===== src/rtl/a2d_pkg.sv =====
// Shared types and command framing for the A2D scan controller.
// Imported by the SPI shifter and the scan sequencer.
package a2d_pkg;

  typedef enum logic [1:0] {
    MODE_SINGLE = 2'd0,
    MODE_SCAN   = 2'd1,
    MODE_CONT   = 2'd2
  } mode_e;

  typedef enum logic [2:0] {
    ST_IDLE,
    ST_CMD,
    ST_GAP,
    ST_RD,
    ST_PIPE
  } state_t;

  localparam int          A2D_BITS       = 16;
  localparam logic [1:0]  A2D_CMD_PAD_HI = 2'b00;
  localparam logic [10:0] A2D_CMD_PAD_LO = 11'h000;

  function automatic logic [15:0] a2d_cmd(input logic [2:0] ch);
    return {A2D_CMD_PAD_HI, ch, A2D_CMD_PAD_LO};
  endfunction

endpackage


===== src/rtl/a2d_spi_xfer.sv =====
// 16-bit SPI master: SS_n framing, SCLK divider, MOSI on fall, MISO on rise.
// Keeps only the last DATA_W received bits, so upper bits fall away.
module a2d_spi_xfer
  import a2d_pkg::*;
#(
  parameter int SCLK_DIV = 5,
  parameter int DATA_W   = 12
) (
  input  logic              clk,
  input  logic              rst,
  input  logic              wrt,
  input  logic [15:0]       cmd,
  output logic [DATA_W-1:0] rd_data,
  output logic              done,
  output logic              SS_n,
  output logic              SCLK,
  output logic              MOSI,
  input  logic              MISO
);

  typedef enum logic [1:0] {X_IDLE, X_SHIFT, X_TAIL} xst_t;

  localparam logic [SCLK_DIV-1:0] CNT_MAX  = '1;
  localparam logic [SCLK_DIV-1:0] CNT_FALL = CNT_MAX >> 1;
  localparam logic [4:0]          BIT_LAST = 5'(A2D_BITS - 1);

  xst_t                st_q, st_d;
  logic [SCLK_DIV-1:0] cnt_q, cnt_d;
  logic [4:0]          bits_q, bits_d;
  logic [15:0]         tx_q, tx_d;
  logic [DATA_W-1:0]   rx_q, rx_d;
  logic                ss_n_q, ss_n_d;
  logic                sclk_q, sclk_d;
  logic                done_q, done_d;

  // state and shift registers
  always_ff @(posedge clk) begin
    if (rst) begin
      st_q   <= X_IDLE;
      cnt_q  <= '0;
      bits_q <= '0;
      tx_q   <= '0;
      rx_q   <= '0;
      ss_n_q <= 1'b1;
      sclk_q <= 1'b1;
      done_q <= 1'b0;
    end else begin
      st_q   <= st_d;
      cnt_q  <= cnt_d;
      bits_q <= bits_d;
      tx_q   <= tx_d;
      rx_q   <= rx_d;
      ss_n_q <= ss_n_d;
      sclk_q <= sclk_d;
      done_q <= done_d;
    end
  end

  // first SCLK fall is skipped so the MSB is seen on the first rise
  always_comb begin
    st_d   = st_q;
    cnt_d  = cnt_q;
    bits_d = bits_q;
    tx_d   = tx_q;
    rx_d   = rx_q;
    ss_n_d = ss_n_q;
    sclk_d = sclk_q;
    done_d = 1'b0;
    unique case (st_q)
      X_IDLE: begin
        if (wrt) begin
          st_d   = X_SHIFT;
          cnt_d  = '0;
          bits_d = '0;
          tx_d   = cmd;
          ss_n_d = 1'b0;
          sclk_d = 1'b1;
        end
      end
      X_SHIFT: begin
        cnt_d  = cnt_q + 1'b1;
        sclk_d = ~cnt_d[SCLK_DIV-1];
        if (cnt_q == CNT_FALL && bits_q != '0)
          tx_d = {tx_q[14:0], 1'b0};
        if (cnt_q == CNT_MAX) begin
          rx_d   = {rx_q[DATA_W-2:0], MISO};
          bits_d = bits_q + 1'b1;
          if (bits_q == BIT_LAST)
            st_d = X_TAIL;
        end
      end
      X_TAIL: begin
        st_d   = X_IDLE;
        ss_n_d = 1'b1;
        done_d = 1'b1;
      end
      default: st_d = X_IDLE;
    endcase
  end

  assign rd_data = rx_q;
  assign done    = done_q;
  assign SS_n    = ss_n_q;
  assign SCLK    = sclk_q;
  assign MOSI    = ~ss_n_q & tx_q[15];

endmodule


===== src/rtl/a2d_scan_ctrl.sv =====
// Scan sequencer for the SPI A/D: single-step, full-scan, continuous.
// Scan modes pipeline commands: txn k sends slot k, returns slot k-1.
module a2d_scan_ctrl
  import a2d_pkg::*;
#(
  parameter int                  NUM_CH   = 3,
  parameter logic [NUM_CH*3-1:0] CH_MAP   = {3'd5, 3'd4, 3'd0},
  parameter int                  DATA_W   = 12,
  parameter int                  SCLK_DIV = 5,
  parameter int                  GAP_CYC  = 32
) (
  input  logic                     clk,
  input  logic                     rst,
  input  logic [1:0]               mode,
  input  logic                     start,
  input  logic                     stop,
  output logic                     busy,
  output logic [NUM_CH*DATA_W-1:0] result,
  output logic [NUM_CH-1:0]        res_vld,
  output logic                     smpl_done,
  output logic [2:0]               smpl_slot,
  output logic                     scan_done,
  output logic                     SS_n_A2D,
  output logic                     SCLK_A2D,
  output logic                     MOSI_A2D,
  input  logic                     MISO_A2D
);

  localparam int              GW        = $clog2(GAP_CYC + 1);
  localparam logic [GW-1:0]   GAP_LAST  = GW'(GAP_CYC - 1);
  localparam logic [2:0]      SLOT_LAST = 3'(NUM_CH - 1);
  localparam logic [3:0]      TXN_LAST  = 4'(NUM_CH);

  state_t                    st_q, st_d;
  mode_e                     mode_q, mode_d, req_mode;
  logic [2:0]                rr_q, rr_d;
  logic [3:0]                txn_q, txn_d;
  logic [GW-1:0]             gap_q, gap_d;
  logic                      stop_q, stop_d;
  logic [NUM_CH*DATA_W-1:0]  result_q, result_d;
  logic [NUM_CH-1:0]         res_vld_q, res_vld_d;
  logic                      smpl_done_q, smpl_done_d;
  logic [2:0]                smpl_slot_q, smpl_slot_d;
  logic                      scan_done_q, scan_done_d;

  logic                      wrt, xfer_done, wr_en;
  logic [2:0]                snd_slot, wr_slot, cmd_ch;
  logic [15:0]               cmd;
  logic [DATA_W-1:0]         rd_data;

  a2d_spi_xfer #(
    .SCLK_DIV (SCLK_DIV),
    .DATA_W   (DATA_W)
  ) u_spi (
    .clk     (clk),
    .rst     (rst),
    .wrt     (wrt),
    .cmd     (cmd),
    .rd_data (rd_data),
    .done    (xfer_done),
    .SS_n    (SS_n_A2D),
    .SCLK    (SCLK_A2D),
    .MOSI    (MOSI_A2D),
    .MISO    (MISO_A2D)
  );

  // sequencer state, counters and result holding registers
  always_ff @(posedge clk) begin
    if (rst) begin
      st_q        <= ST_IDLE;
      mode_q      <= MODE_SINGLE;
      rr_q        <= '0;
      txn_q       <= '0;
      gap_q       <= '0;
      stop_q      <= 1'b0;
      result_q    <= '0;
      res_vld_q   <= '0;
      smpl_done_q <= 1'b0;
      smpl_slot_q <= '0;
      scan_done_q <= 1'b0;
    end else begin
      st_q        <= st_d;
      mode_q      <= mode_d;
      rr_q        <= rr_d;
      txn_q       <= txn_d;
      gap_q       <= gap_d;
      stop_q      <= stop_d;
      result_q    <= result_d;
      res_vld_q   <= res_vld_d;
      smpl_done_q <= smpl_done_d;
      smpl_slot_q <= smpl_slot_d;
      scan_done_q <= scan_done_d;
    end
  end

  // next state, command issue and slot writes
  always_comb begin
    st_d        = st_q;
    mode_d      = mode_q;
    rr_d        = rr_q;
    txn_d       = txn_q;
    gap_d       = gap_q;
    stop_d      = stop_q;
    result_d    = result_q;
    res_vld_d   = res_vld_q;
    smpl_done_d = 1'b0;
    smpl_slot_d = smpl_slot_q;
    scan_done_d = 1'b0;
    wrt         = 1'b0;
    snd_slot    = '0;
    wr_en       = 1'b0;
    wr_slot     = '0;
    cmd_ch      = '0;

    case (mode)
      2'd1:    req_mode = MODE_SCAN;
      2'd2:    req_mode = MODE_CONT;
      default: req_mode = MODE_SINGLE;
    endcase

    // stop is only remembered while a run is in progress
    if (st_q != ST_IDLE && stop)
      stop_d = 1'b1;

    unique case (st_q)
      ST_IDLE: begin
        if (start) begin
          mode_d = req_mode;
          stop_d = 1'b0;
          txn_d  = '0;
          wrt    = 1'b1;
          if (req_mode == MODE_SINGLE) begin
            snd_slot = rr_q;
            st_d     = ST_CMD;
          end else begin
            st_d = ST_PIPE;
          end
        end
      end
      ST_CMD: begin
        if (xfer_done) begin
          gap_d = '0;
          st_d  = ST_GAP;
        end
      end
      ST_GAP: begin
        gap_d = gap_q + 1'b1;
        if (gap_q == GAP_LAST) begin
          wrt = 1'b1;
          if (mode_q == MODE_SINGLE) begin
            snd_slot = rr_q;
            st_d     = ST_RD;
          end else begin
            snd_slot = (txn_q >= TXN_LAST) ? SLOT_LAST : txn_q[2:0];
            st_d     = ST_PIPE;
          end
        end
      end
      ST_RD: begin
        if (xfer_done) begin
          wr_en   = 1'b1;
          wr_slot = rr_q;
          rr_d    = (rr_q == SLOT_LAST) ? 3'd0 : rr_q + 3'd1;
          st_d    = ST_IDLE;
        end
      end
      ST_PIPE: begin
        if (xfer_done) begin
          gap_d = '0;
          st_d  = ST_GAP;
          txn_d = txn_q + 4'd1;
          if (txn_q != 4'd0) begin
            wr_en   = 1'b1;
            wr_slot = 3'(txn_q - 4'd1);
          end
          if (txn_q == TXN_LAST) begin
            scan_done_d = 1'b1;
            txn_d       = '0;
            if (mode_q != MODE_CONT || stop_q)
              st_d = ST_IDLE;
          end
        end
      end
      default: st_d = ST_IDLE;
    endcase

    for (int i = 0; i < NUM_CH; i++) begin
      if (snd_slot == 3'(i))
        cmd_ch = CH_MAP[i*3 +: 3];
      if (wr_en && wr_slot == 3'(i)) begin
        result_d[i*DATA_W +: DATA_W] = rd_data;
        res_vld_d[i]                 = 1'b1;
      end
    end

    if (wr_en) begin
      smpl_done_d = 1'b1;
      smpl_slot_d = wr_slot;
    end
  end

  assign cmd       = a2d_cmd(cmd_ch);
  assign busy      = (st_q != ST_IDLE);
  assign result    = result_q;
  assign res_vld   = res_vld_q;
  assign smpl_done = smpl_done_q;
  assign smpl_slot = smpl_slot_q;
  assign scan_done = scan_done_q;

endmodule

===== config.mk =====
export PLATFORM = sky130hd
export DESIGN_NAME = a2d_scan_ctrl
export DESIGN_NICKNAME = d
export VERILOG_FILES = /design/src/rtl/a2d_pkg.sv /design/src/rtl/a2d_spi_xfer.sv /design/src/rtl/a2d_scan_ctrl.sv
export SDC_FILE = /design/constraint.sdc
export NUM_CORES = 1
export LEC_CHECK = 0
export ABC_CLOCK_PERIOD_IN_PS = 2100
export BUFFER_PORTS_ARGS = -buffer_cell sky130_fd_sc_hd__buf_2
export CAP_MARGIN = 10
export CORE_ASPECT_RATIO = 0.75
export CORE_MARGIN = 1.5
export CORE_UTILIZATION = 45
export CTS_BUF_LIST = sky130_fd_sc_hd__clkbuf_8
export DETAILED_ROUTE_END_ITERATION = 10
export PLACE_DENSITY = 0.67
export SYNTH_ARGS = -nofsm -noshare
export SYNTH_HDL_FRONTEND = slang
export SYNTH_SLANG_ARGS = --single-unit

===== constraint.sdc =====
create_clock -name clk -period 2.1 [get_ports clk]
set_input_delay 0.63 -clock clk [delete_from_list [all_inputs] [get_ports clk]]
set_output_delay 0.63 -clock clk [all_outputs]
set_load 0.01 [all_outputs]

==> results.md <==
- Status: finished, final reports clean
- Net Count, Synth: roughly 470
- Worst R2R End: result[25]
- Vias in the first global route: 3079
- Most frequent cell after synthesis: dfxtp_1
- CP peak stage delay: 390 ps
- Die Area: 0.00953 mm2
- I/O Pins: 55
- Worst path bufs/invs: 2
- Final wirelength: a little under 9000 um
- Vias per cell: 5.19
- RSZ-0062 raised after global routing: yes
- TritonCTS Sinks: 95
- Hold WS: 443 ps
- Sequential cell area fraction in the yosys report: a little under half
- DRC viols: 0
- Layout Nets: 544
- Crit path max fanout: 6
- Cells on worst reg2reg path: 8
- Initial antenna violation count: 0
- Final Hold Vio Count: 0
- Worst Hold End: res_vld[0]
- Count of port buffers added during placement: between 50 and 60
- Post-Syn Area per Cell: 8.87 um2
- Router iterations before antenna repair: 6
- Fillcell total: 756
- Worst r2r src: txn_q[0]
- Worst Hold Class: reg -> reg
- Post-route setup slack: around 29 ps
- Peak supply drop: roughly 450 uV
- Area growth, synth to finish: 21.1%
- Main synth FF type: dfxtp_1
- Die height: 84.9 um
- H-Tree Depth: 3
- Pre-CTS worst setup slack: 22.3 ps
- Clock-pin slew on the worst setup and hold paths: 90 ps
- Slowest CP cell: or3b_4
- Max-Cap Viols: 0
- Worst relative slew slack: 59.5%
- CTS Buffer Depth: 2
- Largest net degree at the start of global routing: 36
- All-layer global routing usage: 18.7%
- Max Freq: 483 MHz
- Layout cells sized above 1: a little under a quarter
- Critical Path, Cell by Cell: inv_2 -> ha_4 -> or3b_4 -> a32o_2 -> or3_4 -> clkbuf_16 -> mux2i_1 -> nor2_1
- Hold path cells: 2
- Routed vias: between 3000 and 4000
- Initial Util: 47.0%
- N_diodes: 0
- Skew-Pair Late Insertion Delay: approximately 360 ps
- Post-CTS Hold Fix Bufs: 0
- Final HPWL DP: between 6000 and 7000 um
- Count of pins over their slew limit: 0
- Clock buffer count from CTS: 9
- Post-synthesis async set-or-reset flop share: 0%
- Post-synth top cells: 95 x dfxtp_1, 72 x nor2_1, 55 x nand2_1
- Routed wire per std cell: 13.6 um
- WP data arrival: 2340 ps
- Cells after Synth: 454
- Post-route non-filler standard cell count: 638
- Leakage Power: between 2 and 2.5 nW
- CTS tree: done
- Setup violators final: 0
- Die X: 112 um
- Register Area: 0.00190 mm2
- Synth Warn #: 0
- Post-synth cell types: 51
- GPL Wtd Cong: approximately 0.85
- Reg2reg setup slack: 30 ps
- CTS root buf: clkbuf_8
- Area contributors post-synth: dfxtp_1 47%, mux2i_1 9.7%, nor2_1 6.7%
- Pwr per Cell Area: 745 mW/mm2
- CP Data Required Time: approximately 2400 ps
- Routed Antenna Nets: 0
- Fin crit period: 2070 ps
- CP top delay family: simple AND/OR/NAND/NOR gates
- GRT overflow: 0
- Post-synth top area share: between 40% and 50%
- Area of the multi-input gates: 0.00200 mm2
- Global-route wire length before repair: 14400 um
- Area leader, netlist: dfxtp_1
- Worst Hold Launch: res_vld[0]
- Clock Skew: 6.39 ps
- CP startpoint kind: flip-flop
- CP Capture Type: flip-flop
- Cell Area, Synth: 0.00403 mm2
- Seq cells post-synth: 95
- Initial DRC Count: 192
- # rows: 29
- CP Class: reg -> reg
- # placed instances: 620
- CORE AREA: 0.00856 mm2
- Slew @ Worst Pin: about 600 ps
- Setup TNS: 0 ps
- Period Utilization, post-route: between 90% and 100%
- EDFF count, synth: 0
## cell type report
cell class                 count  area share (%)
inverter                      15            1.16
timing repair buffer          83            11.7
tap                          108            2.77
multi-input combinational    321            40.9
sequential                    95            39.1
clock inverter                 5            1.31
clock buffer                  11            3.11
## flip-flops by register name, indices dropped and copies added, names as in the netlist, 4 cells and up
| name | cells |
|---|---|
| u_spi.bits_q | 5 |
| gap_q | 6 |
| u_spi.cnt_q | 5 |
| u_spi.tx_q | 5 |
| u_spi.rd_data | 12 |
| result | 36 |
| txn_q | 4 |
## cell usage in the layout (no fill, tap or decap), types with 2 or more instances in the layout
| cell type | n |
|---|---|
| inv_2 | 2 |
| nand3b_1 | 3 |
| nand2_1 | 54 |
| dfxtp_1 | 93 |
| nor3_1 | 14 |
| and2_1 | 2 |
| nand4_1 | 5 |
| nor2b_1 | 8 |
| or4_1 | 2 |
| clkbuf_8 | 11 |
| and3_1 | 4 |
| buf_2 | 54 |
| mux2i_1 | 37 |
| buf_4 | 23 |
| o21ai_0 | 6 |
| nand2b_1 | 5 |
| ha_1 | 11 |
| a32oi_1 | 2 |
| xor2_1 | 10 |
| o22ai_1 | 2 |
| dfxtp_2 | 2 |
| a21oi_1 | 42 |
| a211oi_1 | 3 |
| buf_12 | 5 |
| inv_1 | 13 |
| a21o_1 | 2 |
| mux2i_2 | 2 |
| inv_6 | 2 |
| nand3_1 | 7 |
| nor2_1 | 71 |
## how the worst max path moves through the flow
stage                     startpoint  cells past startpoint         end  slack [ps]
after detailed placement    txn_q[1]                      9  result[30]          20
after global placement      txn_q[1]                      8  result[28]         100
after global routing        txn_q[0]                      8  result[34]         -50
after floorplan             txn_q[0]                     10  result[26]         -70
after CTS                   txn_q[1]                      9  result[30]          10
final                       txn_q[0]                      8  result[25]          30
## report_power, final
part	switching [mW]	internal (mW)	total (mW)	leakage, nW
combinational	0.279	0.202	0.481	1.42
clock	0.651	0.626	1.28	0.107
sequential	0.0350	1.84	1.88	0.768
## cell families after synthesis
logic type / after synthesis / synth area share [%]
AOI/OAI and AO/OA: 67 / 9.85
xor gates and xnor gates: 11 / 2.39
adders and majority gates: 12 / 3.73
buffers and inverters: 38 / 4.41
DFF: 95 / 47.2
muxes: 39 / 9.70
and+or+nand+nor: 192 / 22.7
## worst register-to-register path, stage by stage, from the launching register on
cell and delay [ps]:
dfxtp_2 330, inv_2 70, ha_4 130, or3b_4 390, a32o_2 280, or3_4 370
clkbuf_16 190, mux2i_1 160, nor2_1 50
## what timing repair did
action / in CTS / in global routing
setup buffers: 0 / 1
hold endpoints to repair: 0 / 0
gates resized for setup: 0 / 12
setup endpoints to repair: 0 / 40
## metrics by stage
stage / power (mW) / utilization [%] / cell area [um2]
after floorplan: 2.21 / - / 4050
after global placement: 2.38 / 53.5 / 4580
after detailed placement: 2.39 / 53.5 / 4580
after CTS: 3.66 / 56.0 / 4800
after global routing: 3.81 / 56.9 / 4870
final: 3.63 / 56.9 / 4870
## metal layers
metal | vias to the layer above | global-route usage [%] | wire (um) | part of all wire, %
li1 | 1683 | - | - | -
met1 | 1555 | 26.0 | 4400 | 51
met2 | 62 | 28.6 | 3860 | 45
met3 | 11 | 4.36 | 290 | 3.3
met4 | 0 | 7.25 | 112 | 1.3
met5 | - | 0 | 0 | 0
Note: power is estimated with default switching activity, not from simulation.
